`src/rtl/bmem_arbiter_pkg.sv`:
```
// rtl/bmem_arbiter_pkg.sv - shared types for the cache-to-bmem arbiter
package bmem_arbiter_pkg;

  localparam int ADDR_W = 32;
  localparam int LINE_W = 256;

  typedef enum logic [1:0] {
    IDLE,
    BUSY,
    RESP
  } arb_state_t;

  typedef enum logic {
    ICACHE,
    DCACHE
  } arb_owner_t;

  typedef struct packed {
    logic [ADDR_W-1:0] addr;
    logic              read;
    logic              write;
    logic [LINE_W-1:0] wdata;
  } bmem_req_t;

endpackage

```
`src/rtl/bmem_arbiter_rr.sv`:
```
// rtl/bmem_arbiter_rr.sv - two-way round-robin grant from request bits and last grant
module bmem_arbiter_rr
  import bmem_arbiter_pkg::*;
(
  input  logic       req_i,
  input  logic       req_d,
  input  arb_owner_t last_grant,
  output logic       grant_valid,
  output arb_owner_t grant
);

  always_comb begin
    grant_valid = req_i | req_d;
    grant       = ICACHE;
    if (req_i && req_d) begin
      grant = (last_grant == ICACHE) ? DCACHE : ICACHE;
    end else if (req_d) begin
      grant = DCACHE;
    end
  end

endmodule

```
`src/rtl/bmem_arbiter.sv`:
```
// rtl/bmem_arbiter.sv - shares the single bmem line port between icache and dcache
module bmem_arbiter
  import bmem_arbiter_pkg::*;
#(
  parameter int ADDR_WIDTH  = ADDR_W,
  parameter int LINE_WIDTH  = LINE_W,
  parameter int OFFSET_BITS = 5
) (
  input  logic                  clk,
  input  logic                  rst,
  input  logic [ADDR_WIDTH-1:0] i_addr,
  input  logic                  i_read,
  output logic [LINE_WIDTH-1:0] i_rdata,
  output logic                  i_resp,
  input  logic [ADDR_WIDTH-1:0] d_addr,
  input  logic                  d_read,
  input  logic                  d_write,
  input  logic [LINE_WIDTH-1:0] d_wdata,
  output logic [LINE_WIDTH-1:0] d_rdata,
  output logic                  d_resp,
  output logic [ADDR_WIDTH-1:0] bmem_addr,
  output logic                  bmem_read,
  output logic                  bmem_write,
  output logic [LINE_WIDTH-1:0] bmem_wdata,
  input  logic [LINE_WIDTH-1:0] bmem_rdata,
  input  logic                  bmem_resp
);

  localparam logic [ADDR_WIDTH-1:0] OFFSET_MASK =
    ADDR_WIDTH'((64'd1 << OFFSET_BITS) - 64'd1);

  arb_state_t state, state_next;
  arb_owner_t owner, last_grant, grant;
  logic       grant_valid;
  bmem_req_t  req;

  bmem_arbiter_rr u_rr (
    .req_i      (i_read),
    .req_d      (d_read | d_write),
    .last_grant (last_grant),
    .grant_valid(grant_valid),
    .grant      (grant)
  );

  always_comb begin
    state_next = state;
    bmem_read  = 1'b0;
    bmem_write = 1'b0;
    bmem_addr  = '0;
    bmem_wdata = '0;
    i_resp     = 1'b0;
    d_resp     = 1'b0;
    case (state)
      IDLE: if (grant_valid) state_next = BUSY;
      BUSY: begin
        bmem_read  = req.read;
        bmem_write = req.write;
        bmem_addr  = req.addr;
        bmem_wdata = req.wdata;
        if (bmem_resp) state_next = RESP;
      end
      RESP: begin
        i_resp     = (owner == ICACHE);
        d_resp     = (owner == DCACHE);
        state_next = IDLE;
      end
      default: state_next = IDLE;
    endcase
  end

  // A simultaneous read+write from the dcache is resolved as a writeback.
  always_ff @(posedge clk or negedge rst) begin
    if (!rst) begin
      state      <= IDLE;
      owner      <= ICACHE;
      last_grant <= DCACHE;
      req        <= '0;
      i_rdata    <= '0;
      d_rdata    <= '0;
    end else begin
      state <= state_next;
      if (state == IDLE && grant_valid) begin
        owner      <= grant;
        last_grant <= grant;
        if (grant == ICACHE) begin
          req.addr  <= i_addr & ~OFFSET_MASK;
          req.read  <= 1'b1;
          req.write <= 1'b0;
          req.wdata <= '0;
        end else begin
          req.addr  <= d_addr & ~OFFSET_MASK;
          req.read  <= ~d_write;
          req.write <= d_write;
          req.wdata <= d_wdata;
        end
      end
      if (state == BUSY && bmem_resp && req.read) begin
        if (owner == ICACHE) i_rdata <= bmem_rdata;
        else                 d_rdata <= bmem_rdata;
      end
    end
  end

  a_no_read_and_write: assert property (@(posedge clk) disable iff (!rst) !(d_read && d_write));

endmodule
```
`config.mk`:
```
export PLATFORM = sky130hd
export DESIGN_NAME = bmem_arbiter
export DESIGN_NICKNAME = d
export VERILOG_FILES = /design/src/rtl/bmem_arbiter_pkg.sv /design/src/rtl/bmem_arbiter_rr.sv /design/src/rtl/bmem_arbiter.sv
export SDC_FILE = /design/constraint.sdc
export NUM_CORES = 1
export LEC_CHECK = 0
export BUFFER_PORTS_ARGS = -buffer_cell sky130_fd_sc_hd__buf_2
export CORE_AREA = 2 2 535 537
export DETAILED_ROUTE_END_ITERATION = 12
export DIE_AREA = 0 0 537 539
export MAX_ROUTING_LAYER = met4
export SLEW_MARGIN = 20
export SYNTH_ARGS = -nofsm -noshare
export SYNTH_HDL_FRONTEND = slang
export SYNTH_SLANG_ARGS = --single-unit
```
`constraint.sdc`:
```
create_clock -name clk -period 3 [get_ports clk]
set_clock_uncertainty 0.1 [all_clocks]
set_input_delay 0.15 -clock clk [delete_from_list [all_inputs] [get_ports clk]]
set_output_delay 0.15 -clock clk [all_outputs]
set_load 0.02 [all_outputs]
```
==> qor.csv, run 1 <==
metric,value,unit
"count leader, synth",dfrtp_1,
Tool Error,[ERROR DRT-0255] Maze Route cannot find path of net bmem_rdata[174] in worker of routeBox ( 483000 338100 ) ( 537000 386400 ).,
Post-synth top cells,"dfrtp_1 (800), mux2_2 (326), and2_1 (285)",
fraction of the yosys area taken by sequential cells,61.38,%
die width,537,um
die span in y,539,um
post-synth cell types,30,
status,aborted with a tool error,
maximum clock path buffer count,4,
initial antenna violation count,95,
CTS root buffer,clkbuf_16,
I/O pin cnt,1386,
largest cells by area after synthesis,"dfrtp_1 (61%), mux2_2 (11%), mux2_4 (11%)",
adder-cell share of the synthesized area,0,%
first-pass GRT wire length,251100,um
multiplexer area fraction after synthesis,22.27,%
Compound-Gate Fraction of Synth Area,7.107,%
most used flip-flop cell after synthesis,dfrtp_1,
vias in the first global route,30129,
syn avg cell area,15.66,um2
gpl congestion,0.9501,
Num CTS Buffers,96,
Synth Cell Area,0.03266,mm2
dominant cell type by area after synthesis,dfrtp_1,
post-synthesis xor/xnor area fraction,0,%
Synth Register Bits,801,
HPWL after detailed placement,147600,um
async set-or-reset flop fraction in the synthesized netlist,100.0,%
Initial Util,11.50,%
# rows,196,
Synth Area in Simple Gates,5.670,%
largest net degree at the start of global routing,124,
gr usage total,12.87,%
share of the synthesized area in the top cell type,61.30,%
Ys Warns,0,
I/O Buffers,1370,
Synth Instances,2085,
CTS sink cnt,801,
largest family of logic cells by synthesized area,multiplexers,
number of synthesized flops with an enable pin,0,
total grt overflow,0,
H-tree Lvls,3,
Stopped at,5_2_route,
kinds of logic after synthesis:
family                 count (synthesis)
buffers and inverters                157
muxes                                566
and+or+nand+nor                      295
AOI/OAI and AO/OA                    265
DFF                                  801
other                                  1
metal layers:
metal  track usage, %
met5                -
met4            6.045
met3            4.671
met2            20.66
met1            14.10
timing repair:
item | in CTS | in global routing
setup endpoints to repair | 3 | 0
endpoints found under the hold margin | 1217 | 0
hold buffers | 885 | 0
gates resized for setup | 2 | 0
buffers inserted | 2 | 0
stage by stage:
step | util [%] | setup WS, ns | hold slack (ns) | std cells | cell area, um2
floorplan | - | 1.183 | -0.2456 | 2089 | 32670
global placement | 15.52 | 0.5614 | 0.2271 | 7153 | 44070
detailed placement | 15.52 | 0.5345 | 0.2458 | 7153 | 44070
CTS | 19.78 | 0.09311 | 0.0002445 | 8210 | 56190
global route | 19.83 | 0.03908 | 0.01531 | 8263 | 56320
==> inputs of run 2 (changes only) <==
- CORE_AREA: 2 2 535 537 -> 2 2 533 535
- DIE_AREA: 0 0 537 539 -> 0 0 535 537
- MAX_ROUTING_LAYER: met4 -> unset
- PLACE_DENSITY_LB_ADDON: unset -> 0.15
==> qor.csv, run 2 <==
metric,value,unit,change
status,completed,,was aborted with a tool error
drt pass-1 iters,4,,
Tcrit/Tclk final,92.15,%,
"commonest non-fill, non-tap cell in the layout",buf_2,,
Switching Power,24.10,mW,
die width,535,um,was 537 um
FMAX,361.7,MHz,
DRC,0,,
Vias,26933,,
fraction of the yosys area taken by sequential cells,61.38,%,unchanged
Final TNS setup,0,ns,
gr usage total,11.16,%,was 12.87%
Routed WL,166400,um,
Final Core Density,20.46,%,
Fin. Hold Viols,0,,
Initial Util,11.61,%,was 11.50%
syn avg cell area,15.66,um2,unchanged
I/O Buffers,1370,,unchanged
Vias/cell,3.238,,
async set-or-reset flop fraction in the synthesized netlist,100.0,%,unchanged
post-synth cell types,30,,unchanged
largest registers,"req x285, d_rdata x256, i_rdata x256",,
final setup vio count,0,,
Initial DRC Count,836,,
routed len/inst,20.00,um,
unrepaired setup endpoints after global routing,no,,
Synth Instances,2085,,unchanged
"CTS clk-pin slew, worst paths",0.06,ns,
share of the synthesized area in the top cell type,61.30,%,unchanged
die area,0.2873,mm2,
Crit. End Element,primary output,,
maximum clock path buffer count,4,,unchanged
Hold Path Class,primary input to register,,
Ys Warns,0,,unchanged
Top reg by flops,req,,
Slew @ Worst Pin,0.6637,ns,
CTS sink cnt,801,,unchanged
largest net degree at the start of global routing,75,,was 124
Rel. slew slack,55.75,%,
Final nets,5056,,
largest cells by area after synthesis,"dfrtp_1 (61%), mux2_2 (11%), mux2_4 (11%)",,unchanged
Worst Path Required,2.75,ns,
initial antenna violation count,24,,was 95
clock share of power,22.4,%,
TritonCTS clock tree,built,,
filler cell count in the final layout,30855,,
H-tree Lvls,3,,unchanged
Final Critical Period,2.764,ns,
Synth Register Bits,801,,unchanged
die span in y,537,um,was 539 um
sequential power share,31.9,%,
r2r setup slk,0.34,ns,
HPWL after detailed placement,126800,um,was 147600 um
internal power,35.66,mW,
vias in the first global route,29652,,was 30129
Static Leakage,27.04,nW,
Largest register FFs,285,,
number of synthesized flops with an enable pin,0,,unchanged
Pwr Density,1038,mW/mm2,
share of cells above drive strength 1,48.51,%,
Final Max Tran Viols,0,,
post-route worst setup slack,0.2356,ns,
WP data arrival,2.51,ns,
peak supply drop,0.4546,mV,
Critical Path Start Type,register,,
most used flip-flop cell after synthesis,dfrtp_1,,unchanged
most frequent cells in the layout,"buf_2 (1369), dlygate4sd3_1 (964), dfrtp_1 (800)",,
dominant cell type by area after synthesis,dfrtp_1,,unchanged
Num CTS Buffers,110,,was 96
Comb power frac,45.6,%,
pre-CTS setup slack,0.5033,ns,was 0.5345 ns
layout overhead on the synthesized area,76.22,%,
post-route ant nets,0,,
total grt overflow,0,,unchanged
I/O pin cnt,1386,,unchanged
Worst-Skew Late Latency,0.78,ns,
CTS root buffer,clkbuf_16,,unchanged
# rows,195,,was 196
"count leader, synth",dfrtp_1,,unchanged
area of the core,0.2813,mm2,
gpl congestion,0.8034,,was 0.9501
CP max FO,71,,
Max-cap violations,0,,
first-pass GRT wire length,231400,um,was 251100 um
CP Class,register to primary output,,
Post-synth top cells,"dfrtp_1 (800), mux2_2 (326), and2_1 (285)",,unchanged
switch share,40.33,%,
Synth Cell Area,0.03266,mm2,unchanged
run 2: cell counts after synthesis:
No cell type changed its count.
run 2: final cells by class:
cell class	instances	area [um2]	share of cell area (%)
antenna	14	35.03	0.06087
clock buffer	165	3249	5.646
timing repair buffer	2429	17640	30.64
clock inverter	35	409.1	0.7109
multi-input combinational	1131	11490	19.96
tap	3743	4683	8.138
inverter	1	3.754	0.006522
sequential	801	20050	34.83
run 2: cell families after synthesis:
kind of cell,Yosys count,synth area share (%)
buffers and inverters,157,3.559
AND/OR/NAND/NOR,295,5.670
AO/OA/AOI/OAI,265,7.107
other,1,0.01148
flip-flops,801,61.38
multiplexers,566,22.27
run 2: layer usage:
metal  vias up  routed length (um)  global-route usage (%)
met1     13426               64470                   12.50
met3       210               14560                   4.028
met2      1065               81880                   19.39
met4         6                5431                   3.932
met5         -                  44                       0
li1      12226                   -                       -
run 2: repair_timing:
item | CTS | global route
hold buffers | 965 | 0
setup buffers | 2 | 0
setup endpoints to repair | 26 | 0
resized for setup | 4 | 0
hold endpoints to repair | 1600 | 0
run 2: power groups by stage:
stage | registers [mW] | clock network, mW | logic [mW]
2_1_floorplan | 22.7 | 0 | 11.8
3_3_place_gp | 19.3 | 0 | 26.5
3_5_place_dp | 19.3 | 0 | 26.5
4_1_cts | 19.2 | 14.0 | 27.9
5_1_grt | 19.8 | 14.5 | 29.0
6_report | 19.1 | 13.4 | 27.3
run 2: worst paths after layout:
check / startpoint / end / depth (start not counted)
worst min-delay path: d_wdata[22] / req[22] / 3
worst min register to register: req[141] / req[141] / 1
max in group asynchronous: rst / d_rdata[130] / 3
worst max-delay path: state[1] / bmem_wdata[106] / 5
worst max register to register: state[1] / req[115] / 5
min in group asynchronous: rst / req[155] / 3
run 2: worst max-delay path, cell delays in order, from the launching register on:
cell and delay, ns:
dfrtp_1 0.43, nor2b_4 0.15, buf_12 0.15, buf_6 0.34, and2_1 0.34, buf_2 0.23
run 2: metrics by stage:
step | area [um2] | power, mW | hold slack, ns | cells
detailed placement | 44110 | 45.72 | 0.1538 | 7137
global route | 57530 | 63.31 | 0.02865 | 8311
global placement | 44110 | 45.76 | 0.1506 | 7137
CTS | 57520 | 61.13 | 0.0001179 | 8305
finish | 57550 | 59.75 | 0.07556 | 8319
floorplan | 32670 | 34.51 | -0.2456 | 2089
(Power assumes the default switching activity.)
==> inputs of run 3 (changes only) <==
- clock period: 3 -> 2.3 ns (I/O delays scaled with it)
==> qor.csv, run 3 (synthesis results as in run 2) <==
metric,value,unit,change
largest registers,"req x285, d_rdata x256, i_rdata x256",,unchanged
unrepaired setup endpoints after global routing,yes,,was no
Worst Path Required,2.09,ns,was 2.75 ns
Tot Pwr,82.80,mW,was 59.75 mW
peak supply drop,0.6255,mV,was 0.4546 mV
violated checks,negative setup slack,,
first-pass GRT wire length,234600,um,was 231400 um
maximum clock path buffer count,4,,unchanged
Final Cell Area,0.06078,mm2,was 0.05755 mm2
Largest register FFs,285,,unchanged
status,"complete, but fails checks",,was completed
Top reg by flops,req,,unchanged
path depth of the worst reg2reg path,7,,was 5
vias in the first global route,30201,,was 29652
Pwr Density,1362,mW/mm2,was 1038 mW/mm2
Worst-Skew Late Latency,0.81,ns,was 0.78 ns
"commonest non-fill, non-tap cell in the layout",buf_2,,unchanged
TritonCTS clock tree,built,,unchanged
Rel. slew slack,55.92,%,was 55.75%
layout overhead on the synthesized area,86.11,%,was 76.22%
Initial DRC Count,972,,was 836
Initial Util,11.61,%,unchanged
GR peak layer,met2,,unchanged
Hold Path Class,primary input to register,,unchanged
Routed WL,176200,um,was 166400 um
die width,535,um,unchanged
drt pass-1 iters,4,,unchanged
Final Critical Period,2.497,ns,
post-route ant nets,0,,unchanged
Vias,27775,,was 26933
H-tree Lvls,3,,unchanged
largest net degree at the start of global routing,75,,unchanged
Tcrit/Tclk final,108.6,%,
CP peak stage delay,0.40,ns,was 0.43 ns
FMAX,400.5,MHz,
Post-DP Area,0.04438,mm2,was 0.04411 mm2
share of cells above drive strength 1,50.71,%,was 48.51%
hold depth,3,,unchanged
Slew @ Worst Pin,0.6612,ns,was 0.6637 ns
CP most frequent cell,clkbuf_16,,
filler cell count in the final layout,30662,,was 30855
I/O pin cnt,1386,,unchanged
die area,0.2873,mm2,unchanged
post-route worst setup slack,-0.1970,ns,was 0.2356 ns
met2 GRT Util,19.66,%,was 19.39%
final setup vio count,287,,was 0
Final nets,5211,,was 5056
most frequent cells in the layout,"buf_2 (1178), dlygate4sd3_1 (1050), dfrtp_1 (800)",,"was buf_2 (1369), dlygate4sd3_1 (964), dfrtp_1 (800)"
met1 usage,13.00,%,was 12.50%
CP max FO,6,,was 71
pre-CTS setup slack,0.1146,ns,was 0.5033 ns
CTS sink cnt,801,,unchanged
"CTS clk-pin slew, worst paths",0.06,ns,about the same
routed len/inst,20.83,um,was 20.00 um
# rows,195,,unchanged
Num CTS Buffers,112,,was 110
area of the core,0.2813,mm2,unchanged
CTS root buffer,clkbuf_16,,unchanged
Static Leakage,28.25,nW,was 27.04 nW
gr usage total,11.30,%,was 11.16%
crit path cell chain,nor2b_4 -> buf_12 -> clkbuf_16 -> clkbuf_16 -> and2_4 -> buf_6,,was nor2b_4 -> buf_12 -> buf_6 -> and2_1 -> buf_2
routing usage on met3,3.793,%,was 4.028%
Critical Path Start Type,register,,unchanged
initial antenna violation count,28,,was 24
die span in y,537,um,unchanged
Fin. Hold Viols,0,,unchanged
WP data arrival,2.28,ns,was 2.51 ns
DRC,0,,unchanged
Max-cap violations,0,,unchanged
I/O Buffers,1370,,unchanged
CP Class,register to primary output,,unchanged
crit path max-delay cell type,dfrtp_1,,unchanged
total grt overflow,0,,unchanged
Vias/cell,3.282,,was 3.238
Final Max Tran Viols,0,,unchanged
Crit. End Element,primary output,,unchanged
HPWL after detailed placement,128500,um,was 126800 um
gpl congestion,0.8137,,was 0.8034
r2r setup slk,-0.01,ns,was 0.34 ns
[run 3: cell count changes in the layout (fill, tap and decap cells not counted), moves of 5 or more]
cell	delta
and2_1	-119
and2_4	+121
buf_12	+12
buf_16	+7
buf_2	-191
buf_4	+63
buf_6	+144
clkbuf_1	+5
clkbuf_16	+19
clkbuf_4	+12
clkbuf_8	-6
dlygate4sd3_1	+86
[run 3: path summary, 6_finish.rpt]
path	end	startpoint
max	bmem_wdata[115]	state[1]
min	req[203]	d_wdata[203]
max reg2reg	i_rdata[170]	state[1]
min reg2reg	req[175]	req[175]
max in group asynchronous	req[269]	rst
min in group asynchronous	req[241]	rst
[run 3: routing by layer]
layer / wire (um) / part of all wire [%] / up-vias
li1: - / - / 12521
met1: 69980 / 40 / 13951
met2: 87290 / 50 / 1092
met3: 13810 / 7.8 / 209
met4: 5133 / 2.9 / 2
met5: 13 / 0.0074 / -
[run 3: per-stage QoR]
stage	utilization, %	setup TNS [ns]	std cells	hold slack [ns]
finish	21.61	-32.52	8462	0.07643
global route	21.60	-79.01	8459	0.01711
CTS	20.96	-61.93	8411	0.0001724
detailed placement	15.78	0	7157	-0.05800
global placement	15.78	0	7157	-0.05934
floorplan	-	0	2089	-0.2806
[run 3: repair_timing]
| item | in CTS | in global routing |
|---|---|---|
| cloned | 4 | 27 |
| buffers inserted | 5 | 14 |
| gates resized for setup | 112 | 406 |
| hold buffers | 1051 | 0 |
| setup endpoints to repair | 277 | 367 |
| pin swaps | 2 | 49 |
| endpoints found under the hold margin | 1602 | 0 |
[run 3: power breakdown]
| group | switching [mW] | leakage [nW] | internal [mW] |
|---|---|---|---|
| sequential | 4.29 | 9.80 | 20.9 |
| clock | 7.06 | 1.75 | 10.2 |
| combinational | 21.7 | 16.7 | 18.6 |
[run 3: critical path, delay by kind of cell (launching register included)]
family	cells	cell delay, ns
flip-flops	1	0.40
buffers and inverters	4	0.71
AND/OR/NAND/NOR	2	0.34
[run 3: final cells by class]
type / count / area (um2) / share of cell area [%]
timing repair buffer: 2582 / 20630 / 33.94
sequential: 801 / 20050 / 32.98
multi-input combinational: 1131 / 11800 / 19.42
tap: 3743 / 4683 / 7.705
clock buffer: 166 / 3236 / 5.323
clock inverter: 28 / 359.1 / 0.5908
antenna: 10 / 25.02 / 0.04117
inverter: 1 / 3.754 / 0.006176
==> inputs of run 4 (changes only) <==
- CORE_AREA: 2 2 533 535 -> 2 2 548 550
- DIE_AREA: 0 0 535 537 -> 0 0 550 552
- SYNTH_HIERARCHICAL: unset -> 1
==> qor.csv, run 4 <==
metric,value,unit,change
status,"complete, but fails checks",,unchanged
violated checks,negative setup slack,,unchanged
Rel. slew slack,56.63,%,was 55.92%
largest net degree at the start of global routing,100,,was 75
Synth Cell Area,0.03253,mm2,was 0.03266 mm2
CTS sink cnt,801,,unchanged
Initial Util,10.91,%,was 11.61%
multiplexer area fraction after synthesis,18.79,%,was 22.27%
Final Max Tran Viols,0,,unchanged
Worst Path Buf+Inv,5,,was 4
Static Leakage,29.15,nW,was 28.25 nW
Tcrit/Tclk final,112.3,%,was 108.6%
Pwr Density,1351,mW/mm2,was 1362 mW/mm2
CP Class,register to primary output,,unchanged
Slew @ Worst Pin,0.6505,ns,was 0.6612 ns
CP most frequent cell,buf_12,,was clkbuf_16
I/O Buffers,1370,,unchanged
TritonCTS clock tree,built,,unchanged
post-route ant nets,0,,unchanged
Compound-Gate Fraction of Synth Area,0.4770,%,was 7.107%
largest registers,"req x285, d_rdata x256, i_rdata x256",,unchanged
syn avg cell area,12.23,um2,was 15.66 um2
Max-cap violations,0,,unchanged
WP data arrival,2.37,ns,was 2.28 ns
async set-or-reset flop fraction in the synthesized netlist,100.0,%,unchanged
fraction of the yosys area taken by sequential cells,61.62,%,was 61.38%
post-synth cell types,28,,was 30
FMAX,387.1,MHz,was 400.5 MHz
# rows,201,,was 195
number of synthesized flops with an enable pin,0,,unchanged
CTS root buffer,clkbuf_16,,unchanged
Worst-Skew Late Latency,0.78,ns,was 0.81 ns
area of the multi-input gates,0.01202,mm2,was 0.01180 mm2
DRC,0,,unchanged
I/O pin cnt,1386,,unchanged
adder-cell share of the synthesized area,0,%,unchanged
layout overhead on the synthesized area,90.21,%,was 86.11%
share of cells above drive strength 1,39.85,%,was 50.71%
Synth Register Bits,801,,unchanged
most frequent cells in the layout,"buf_2 (1106), dlygate4sd3_1 (999), dfrtp_1 (799)",,"was buf_2 (1178), dlygate4sd3_1 (1050), dfrtp_1 (800)"
Fin. Hold Viols,0,,unchanged
CP max FO,8,,was 6
maximum clock path buffer count,4,,unchanged
most used flip-flop cell after synthesis,dfrtp_1,,unchanged
Ys Warns,6,,was 0
peak supply drop,0.7329,mV,was 0.6255 mV
die width,550,um,was 535 um
Synth Instances,2659,,was 2085
routed len/inst,22.40,um,was 20.83 um
gpl congestion,0.8265,,was 0.8137
Initial DRC Count,1197,,was 972
Worst Path Required,2.09,ns,about the same
post-route worst setup slack,-0.2834,ns,was -0.1970 ns
area of the core,0.2983,mm2,was 0.2813 mm2
total grt overflow,0,,unchanged
cell family with the largest share of critical-path delay,buffers and inverters,,unchanged
Reg area,0.02005,mm2,about the same
H-tree Lvls,3,,unchanged
filler cell count in the final layout,32957,,was 30662
fin cells,9209,,was 8462
crit path max-delay cell type,dfrtp_1,,unchanged
placed instance count,7935,,was 7157
HPWL after detailed placement,159000,um,was 128500 um
"commonest non-fill, non-tap cell in the layout",buf_2,,unchanged
post-synthesis xor/xnor area fraction,0,%,unchanged
hold slack,0.06390,ns,was 0.07643 ns
Final nets,5725,,was 5211
crit path cell chain,buf_6 -> nor2b_4 -> buf_12 -> buf_12 -> clkbuf_16 -> and2_1 -> buf_4,,was nor2b_4 -> buf_12 -> clkbuf_16 -> clkbuf_16 -> and2_4 -> buf_6
largest family of logic cells by synthesized area,multiplexers,,unchanged
share of the synthesized area in the top cell type,61.54,%,was 61.30%
"CTS clk-pin slew, worst paths",0.06,ns,about the same
Synth Area in Simple Gates,16.06,%,was 5.670%
vias in the first global route,32969,,was 30201
"count leader, synth",dfrtp_1,,unchanged
die span in y,552,um,was 537 um
Largest register FFs,285,,unchanged
CP peak stage delay,0.39,ns,was 0.40 ns
gr usage total,13.01,%,was 11.30%
die area,0.3036,mm2,was 0.2873 mm2
Hold Path Class,primary input to register,,unchanged
Top reg by flops,req,,unchanged
Num CTS Buffers,112,,unchanged
Post-synth top cells,"dfrtp_1 (800), nand2_1 (547), mux2_1 (358)",,"was dfrtp_1 (800), mux2_2 (326), and2_1 (285)"
first-pass GRT wire length,277100,um,was 234600 um
initial antenna violation count,93,,was 28
Crit. End Element,primary output,,unchanged
largest cells by area after synthesis,"dfrtp_1 (62%), mux2_1 (12%), nand2_1 (6.3%)",,"was dfrtp_1 (61%), mux2_2 (11%), mux2_4 (11%)"
Critical Path Start Type,register,,unchanged
final setup vio count,285,,was 287
Vias/cell,3.300,,was 3.282
Routed WL,206200,um,was 176200 um
Vias,30391,,was 27775
drt pass-1 iters,5,,was 4
dominant cell type by area after synthesis,dfrtp_1,,unchanged
unrepaired setup endpoints after global routing,yes,,unchanged
Final Critical Period,2.583,ns,was 2.497 ns
## run 4: per-stage QoR
step           area (um2)  util [%]  setup slack, ns  total power [mW]  TNS [ns]
4_1_cts             60310     20.22          -0.4178             83.10    -95.19
3_5_place_dp        45010     15.09           0.1326             59.81         0
5_1_grt             61820     20.73          -0.3959             88.90    -94.64
3_3_place_gp        45010     15.09           0.1535             59.69         0
2_1_floorplan       32540         -           0.4883             42.04         0
6_report            61870     20.74          -0.2834             83.61    -54.47
## run 4: repair_timing
item / CTS / global route
pin swaps: 20 / 88
endpoints found under the setup margin: 285 / 292
hold buffers: 1000 / 0
hold endpoints to repair: 1601 / 0
cloned: 13 / 20
gates resized for setup: 355 / 423
buffers inserted: 16 / 9
## run 4: worst reg2reg max path, cell delays in order (launching register included)
cell,delay (ns)
dfrtp_1,0.39
buf_4,0.14
buf_4,0.13
nand2b_1,0.19
nor3_4,0.21
buf_12,0.19
buf_4,0.45
mux2_2,0.43
## run 4: final timing paths
kind	startpoint	endpoint	slack [ns]	cells past startpoint
worst max-delay path	state[1]	bmem_wdata[183]	-0.28	7
worst min-delay path	d_wdata[145]	req[145]	0.06	4
worst max register to register	state[1]	i_rdata[107]	0.01	7
worst min register to register	req[49]	req[49]	0.35	2
max in group asynchronous	rst	req[42]	0.94	4
min in group asynchronous	rst	i_rdata[215]	0.42	4
## run 4: kinds of logic (layout without fill, tap and decap cells)
kind of cell	Yosys count	after routing
AO/OA/AOI/OAI	30	30
buffers and inverters	188	2750
flip-flops	801	801
multiplexers	539	539
other	1	31
AND/OR/NAND/NOR	1100	1100
## run 4: metal layers
metal | vias up | wire, um | track usage (%)
li1 | 13872 | - | -
met1 | 15033 | 80330 | 14.84
met2 | 1168 | 99120 | 22.13
met3 | 258 | 21690 | 5.598
met4 | 60 | 4724 | 3.242
met5 | - | 390 | 0
## run 4: final cells by class
| class | instances | share of cell area [%] |
|---|---|---|
| Timing Repair Buffer | 2554 | 34.05 |
| Antenna cell | 26 | 0.1052 |
| Multi-Input combinational cell | 1674 | 19.43 |
| Clock buffer | 166 | 5.359 |
| Tap cell | 3958 | 8.004 |
| Sequential cell | 801 | 32.40 |
| Clock inverter | 30 | 0.6572 |
## run 4: where the power goes
part / internal [mW] / total, mW / leakage [nW] / switching, mW
combinational: 16.7 / 41.0 / 17.5 / 24.3
sequential: 20.8 / 24.7 / 9.82 / 3.91
clock: 10.7 / 17.9 / 1.83 / 7.20
